## src/rtl/flow_logic_pkg.sv

```systemverilog
// Shared FSM encoding and elaboration helpers for the flow_logic router.
package flow_logic_pkg;

    typedef enum logic [2:0] {
        ST_RESET  = 3'd0,
        ST_INIT   = 3'd1,
        ST_IDLE   = 3'd2,
        ST_ACTIVE = 3'd3,
        ST_ERROR  = 3'd4
    } state_e;

    function automatic int clog2(input int v);
        int r;
        r = 0;
        while ((1 << r) < v) r++;
        return r;
    endfunction

endpackage

```

## src/rtl/fifo_umbral.sv

```systemverilog
// Single-channel circular FIFO; the caller guarantees push/pop legality.
module fifo_umbral
    import flow_logic_pkg::*;
#(
    parameter  int DATA_W = 6,
    parameter  int DEPTH  = 8,
    localparam int PTR_W  = clog2(DEPTH),
    localparam int CNT_W  = clog2(DEPTH) + 1
) (
    input  logic              clk,
    input  logic              reset,
    input  logic              push_i,
    input  logic              pop_i,
    input  logic [DATA_W-1:0] din_i,
    output logic [DATA_W-1:0] dout_o,
    output logic [CNT_W-1:0]  count_o,
    output logic              empty_o,
    output logic              full_o
);

    logic [DATA_W-1:0] mem_q [DEPTH];
    logic [PTR_W-1:0]  wr_ptr_q, rd_ptr_q;
    logic [CNT_W-1:0]  count_q;

    always_ff @(posedge clk or posedge reset) begin
        if (reset) begin
            wr_ptr_q <= '0;
            rd_ptr_q <= '0;
            count_q  <= '0;
        end else begin
            if (push_i) wr_ptr_q <= wr_ptr_q + PTR_W'(1);
            if (pop_i)  rd_ptr_q <= rd_ptr_q + PTR_W'(1);
            count_q <= count_q + CNT_W'(push_i) - CNT_W'(pop_i);
        end
    end

    // Storage carries no reset; stale words are never presented as valid.
    always_ff @(posedge clk) begin
        if (push_i) mem_q[wr_ptr_q] <= din_i;
    end

    assign dout_o  = mem_q[rd_ptr_q];
    assign count_o = count_q;
    assign empty_o = (count_q == '0);
    assign full_o  = (count_q == CNT_W'(DEPTH));

endmodule

```

## src/rtl/flow_logic_param.sv

```systemverilog
// Routes words to NUM_CH FIFOs by their top bits, with threshold flags and a
// control FSM that freezes everything on the first overflow/underflow.
module flow_logic_param
    import flow_logic_pkg::*;
#(
    parameter  int DATA_W = 6,
    parameter  int NUM_CH = 4,
    parameter  int DEPTH  = 8,
    localparam int CH_W   = clog2(NUM_CH),
    localparam int CNT_W  = clog2(DEPTH) + 1
) (
    input  logic                     clk,
    input  logic                     reset,
    input  logic                     init,
    input  logic                     wr_enable,
    input  logic [DATA_W-1:0]        data_in,
    input  logic [NUM_CH-1:0]        pop,
    input  logic [CNT_W-1:0]         umbral_hi,
    input  logic [CNT_W-1:0]         umbral_lo,
    output logic [NUM_CH*DATA_W-1:0] data_out,
    output logic [NUM_CH-1:0]        valid_out,
    output logic [NUM_CH-1:0]        empty,
    output logic [NUM_CH-1:0]        almost_full,
    output logic [NUM_CH-1:0]        almost_empty,
    output logic [NUM_CH-1:0]        error,
    output logic                     pause_out,
    output logic                     idle_out,
    output logic                     active_out,
    output logic                     error_out,
    output logic [2:0]               state_out
);

    state_e                         state_q;
    logic [CNT_W-1:0]               hi_q, lo_q, thr_hi, thr_lo;
    logic [NUM_CH-1:0][DATA_W-1:0]  dout_q, fifo_dout;
    logic [NUM_CH-1:0][CNT_W-1:0]   fifo_cnt, cnt_nxt;
    logic [NUM_CH-1:0]              fifo_empty, fifo_full;
    logic [NUM_CH-1:0]              push_req, pop_req, do_push, do_pop, fault;
    logic [NUM_CH-1:0]              valid_q, err_q, empty_q, af_q, ae_q;
    logic [CH_W-1:0]                dest;
    logic                           accept, any_fault, any_busy, upd_flags;

    assign accept = (state_q == ST_IDLE) || (state_q == ST_ACTIVE);
    assign dest   = data_in[DATA_W-1 -: CH_W];

    // A fault on any channel blocks every FIFO op on that edge.
    always_comb begin
        push_req = '0;
        pop_req  = '0;
        fault    = '0;
        do_push  = '0;
        do_pop   = '0;
        cnt_nxt  = fifo_cnt;
        any_busy = 1'b0;
        for (int i = 0; i < NUM_CH; i++) begin
            push_req[i] = accept && wr_enable && (dest == CH_W'(i));
            pop_req[i]  = accept && pop[i];
            fault[i]    = (push_req[i] && fifo_full[i] && !pop_req[i]) ||
                          (pop_req[i] && fifo_empty[i]);
        end
        any_fault = |fault;
        if (!any_fault) begin
            do_push = push_req;
            do_pop  = pop_req;
        end
        for (int i = 0; i < NUM_CH; i++) begin
            cnt_nxt[i] = fifo_cnt[i] + CNT_W'(do_push[i]) - CNT_W'(do_pop[i]);
            if (cnt_nxt[i] != '0) any_busy = 1'b1;
        end
    end

    assign upd_flags = (accept && !any_fault) || (state_q == ST_INIT && init);
    assign thr_hi    = (state_q == ST_INIT) ? umbral_hi : hi_q;
    assign thr_lo    = (state_q == ST_INIT) ? umbral_lo : lo_q;

    for (genvar g = 0; g < NUM_CH; g++) begin : g_ch
        fifo_umbral #(.DATA_W(DATA_W), .DEPTH(DEPTH)) u_fifo (
            .clk     (clk),
            .reset   (reset),
            .push_i  (do_push[g]),
            .pop_i   (do_pop[g]),
            .din_i   (data_in),
            .dout_o  (fifo_dout[g]),
            .count_o (fifo_cnt[g]),
            .empty_o (fifo_empty[g]),
            .full_o  (fifo_full[g])
        );
    end

    always_ff @(posedge clk or posedge reset) begin
        if (reset) begin
            state_q <= ST_RESET;
            hi_q    <= '0;
            lo_q    <= '0;
            dout_q  <= '0;
            valid_q <= '0;
            err_q   <= '0;
            empty_q <= '1;
            ae_q    <= '1;
            af_q    <= '0;
        end else begin
            valid_q <= do_pop;
            for (int i = 0; i < NUM_CH; i++)
                if (do_pop[i]) dout_q[i] <= fifo_dout[i];
            if (accept) err_q <= err_q | fault;
            if (upd_flags) begin
                for (int i = 0; i < NUM_CH; i++) begin
                    empty_q[i] <= (cnt_nxt[i] == '0);
                    af_q[i]    <= (cnt_nxt[i] >= thr_hi);
                    ae_q[i]    <= (cnt_nxt[i] <= thr_lo);
                end
            end
            unique case (state_q)
                ST_RESET: state_q <= ST_INIT;
                ST_INIT: begin
                    if (init) begin
                        hi_q    <= umbral_hi;
                        lo_q    <= umbral_lo;
                        state_q <= ST_IDLE;
                    end
                end
                ST_IDLE: begin
                    if (any_fault)     state_q <= ST_ERROR;
                    else if (!init)    state_q <= ST_INIT;
                    else if (any_busy) state_q <= ST_ACTIVE;
                end
                ST_ACTIVE: begin
                    if (any_fault)      state_q <= ST_ERROR;
                    else if (!any_busy) state_q <= ST_IDLE;
                end
                default: ;
            endcase
        end
    end

    assign data_out     = dout_q;
    assign valid_out    = valid_q;
    assign empty        = empty_q;
    assign almost_full  = af_q;
    assign almost_empty = ae_q;
    assign error        = err_q;
    assign pause_out    = |af_q;
    assign idle_out     = (state_q == ST_IDLE);
    assign active_out   = (state_q == ST_ACTIVE);
    assign error_out    = (state_q == ST_ERROR);
    assign state_out    = state_q;

endmodule

```

## config.mk

```make
export PLATFORM = sky130hd
export DESIGN_NAME = flow_logic_param
export DESIGN_NICKNAME = d
export VERILOG_FILES = /design/src/rtl/flow_logic_pkg.sv /design/src/rtl/fifo_umbral.sv /design/src/rtl/flow_logic_param.sv
export SDC_FILE = /design/constraint.sdc
export NUM_CORES = 1
export LEC_CHECK = 0
export BUFFER_PORTS_ARGS = -buffer_cell sky130_fd_sc_hd__buf_2
export CELL_PAD_IN_SITES_DETAIL_PLACEMENT = 1
export CELL_PAD_IN_SITES_GLOBAL_PLACEMENT = 2
export CORE_UTILIZATION = 49
export CTS_CLUSTER_DIAMETER = 60
export CTS_CLUSTER_SIZE = 14
export DETAILED_ROUTE_END_ITERATION = 10
export PLACE_DENSITY = 0.9
export SETUP_SLACK_MARGIN = 0.02
export SLEW_MARGIN = 20
export SYNTH_ARGS = -nofsm -noshare
export SYNTH_HDL_FRONTEND = slang
export SYNTH_SLANG_ARGS = --single-unit
```

## constraint.sdc

```tcl
create_clock -name clk -period 5.7 [get_ports clk]
set_input_delay 1.71 -clock clk [delete_from_list [all_inputs] [get_ports clk]]
set_output_delay 1.71 -clock clk [all_outputs]
set_load 0.01 [all_outputs]
```

==> metrics.yaml <==
cp.required_ns: 6.10
synth_xor_area_share_pct: 1.65
cts_setup_buffers: 0
grt_max_degree: 63
area_growth_pct: 12.3
synth_top_family_by_area: "multiplexers"
clockRootBuffer: "clkbuf_16"
r2r_setup_slack_ns: 1.69
tns_ns: 0
fin_crit_ns: 4.91
totalWireLength_um: 29200
ctsHoldBuffers: 0
muxShareOfSynthArea_pct: 15.7
yosys-top-cells-area: "edfxtp_1 45%, dfrtp_1 17%, mux4_2 8.5%, ha_1 6.3%, mux2_4 3.3%"
peakVddDrop_uv: 261
grt-ovfl-total: 0
status: "finished clean"
yosysUniqueCellTypes: 53
critPathKind: "in2reg"
port_buffers: 72
avgViaCountPerCell: 5.71
grt_pass1_vias: 7747
yosys.area_share.simple_pct: 6.36
dr_total_vias: 6972
setup_viol: 0
cts_made_buffers: 25
core_area_um2: 25300
final_common_cell: "edfxtp_1"
clock_sinks: 287
n_fill_cell: 2373
die_w_um: 163
syn_nets: 866
nets: 963
synth_top_cell_area_share_pct: 45.4
cts_buffer_depth: 3
wire_per_inst_um: 23.9
placed_cells: 1176
htree_levels: 1
finClkSkew_ns: 0.0219
drive_above_1_share_pct: 28.8
die_h_um: 163
critical_path_cell_count: 16
yosysTopAreaCell: "edfxtp_1"
cp-start-kind: "input port"
grt_first_pass_wirelength_um: 46300
cts_tree: "done"
hold_viol: 0
antenna_found_initial: 0
io_pins: 73
synth_area_um2: 12700
drc_errors: 0
rsz0062_at_grt: "false"
start_util_pct: 50.2
gp_congestion: 0.784
crit_path_max_fanout: 21
crit_slowest_cell: "fa_1"
power_density_nw_per_um2: 305
slew_violations: 0
maxCapViolCount: 0
die_area_um2: 26600
seq_area_frac_synth_pct: 64.1
path_clk_slew_ns: 0.07
cpPeakStageDelay_ns: 0.48
synth_compound_area_share_pct: 2.79
min_path_cells: 2
hold_path_class: "reg2reg"
ant_nets: 0
first_pass_iters: 4
yosysWarnings: 0
final_area_um2: 14300
row_count: 58
dpl.hpwl_um: 19400
synth_adder_area_share_pct: 6.93
cts_resized: 0
slew-limit-headroom_pct: 25.1
clk_latency_ns: 0.54
drt-initial-drc-count: 435
dpl_cell_area_um2: 13500
max_freq_mhz: 204
rr_worst_depth: 17
mostFrequentLayoutCells: "192 x edfxtp_1, 87 x dfrtp_1, 72 x buf_2"
stdcell_count: 1221
p_leak_nw: 5.70
synth_cells: 776
avgSynthCellArea_um2: 16.4
path_delay_family: "adder cells"
p_total_mw: 4.35
n_antenna_cell: 0
synth-seq-cells: 287
worstPathCellList: "buf_2, nor4bb_1, a31oi_2, and4_4, and3_1, ha_1, inv_1, ha_1, inv_1, fa_1, inv_1, ha_1, a21o_1, a21o_1, a21oi_1, a22oi_1"
grt.total_usage_pct: 23.4
path_buf_inv: 4
crit_arrival_ns: 5.31
max_slew.worst_pin.slew_ns: 1.11
hold_ws_ns: 0.474
fin_crit_sh_pct: 86.1
cp-end-kind: "flop"
==> Yosys cell counts, drive strengths merged <==
master and instances:
and4b 1, dfstp 8, mux4 48, fa 4
nand2 47, o211ai 1, inv 46, xor2 16
or3b 1, o32a 2, clkbuf 8, o21ai 8
nand3b 3, or4b 2, nand3 12, or3 2
a21o 12, nor4 9, xnor2 8, edfxtp 192
nand4 4, mux2i 8, nor4b 2, a41oi 1
a21oi 17, nor2b 1, nor3 14, ha 64
o221ai 1, or4 4, o21bai 4, dfrtp 87
buf 17, and3 5, nor4bb 3, a31oi 2
mux2 65, and4 1, nor2 30, a22oi 4
nand2b 8, and2 2, nor3b 2
==> power breakdown <==
group	switching [mW]	internal [mW]	total [mW]
registers	0.0125	2.25	2.27
logic	0.293	0.182	0.476
clock network	0.748	0.865	1.61
==> per-stage QoR <==
stage / setup slack (ns) / util, %
after floorplan: 0.861 / -
after global placement: 0.376 / 53.4
after detailed placement: 0.262 / 53.4
after CTS: 0.810 / 56.3
after global routing: 0.547 / 56.3
final: 0.791 / 56.3
==> sequential cells by signal (all words and copies together) (netlist names) <==
register / cells
lo_q: 4
valid_out: 4
g_ch.u_fifo.count_o: 16
g_ch.u_fifo.mem_q: 192
empty: 4
hi_q: 4
data_out: 24
state_out: 3
almost_empty: 4
almost_full: 4
g_ch.u_fifo.wr_ptr_q: 12
g_ch.u_fifo.rd_ptr_q: 12
error: 4
==> final cells by class <==
type	instances	area, um^2	share of cell area, %
clock buffers	39	678	4.75
clock inverters	6	60.1	0.421
inverters	46	175	1.23
multi-input cells	418	4260	29.8
flip-flops and latches	287	8150	57.1
well taps	330	413	2.89
repair buffers	95	533	3.74
==> layer usage <==
layer	track usage, %	wire length (um)	vias up	share of wire [%]
met4	5.06	394	0	1.3
met1	31.8	12400	3629	43
met5	0	0	-	0
li1	-	-	3127	-
met2	40.3	15000	181	51
met3	3.10	1370	35	4.7
==> cell families after synthesis <==
logic type	Yosys count
AO/OA/AOI/OAI	52
XOR/XNOR	24
adder cells (fa/ha/maj)	68
buffers and inverters	71
flip-flops	287
multiplexers	121
AND/OR/NAND/NOR	153
==> worst min-delay path, stage by stage, from the launching register on <==
cell and delay [ns]:
dfrtp_1 0.34, nand2_1 0.05, nand2_1 0.05
==> path summary, 6_finish.rpt <==
kind,start,endpoint
worst max-delay path,data_in[4],almost_full[0]
worst min-delay path,lo_q[2],lo_q[2]
worst max register to register,g_ch[0].u_fifo.count_o[2],almost_full[0]
worst min register to register,lo_q[2],lo_q[2]
max in group asynchronous,reset,almost_empty[2]
min in group asynchronous,reset,data_out[4]
(Power assumes the default switching activity.)
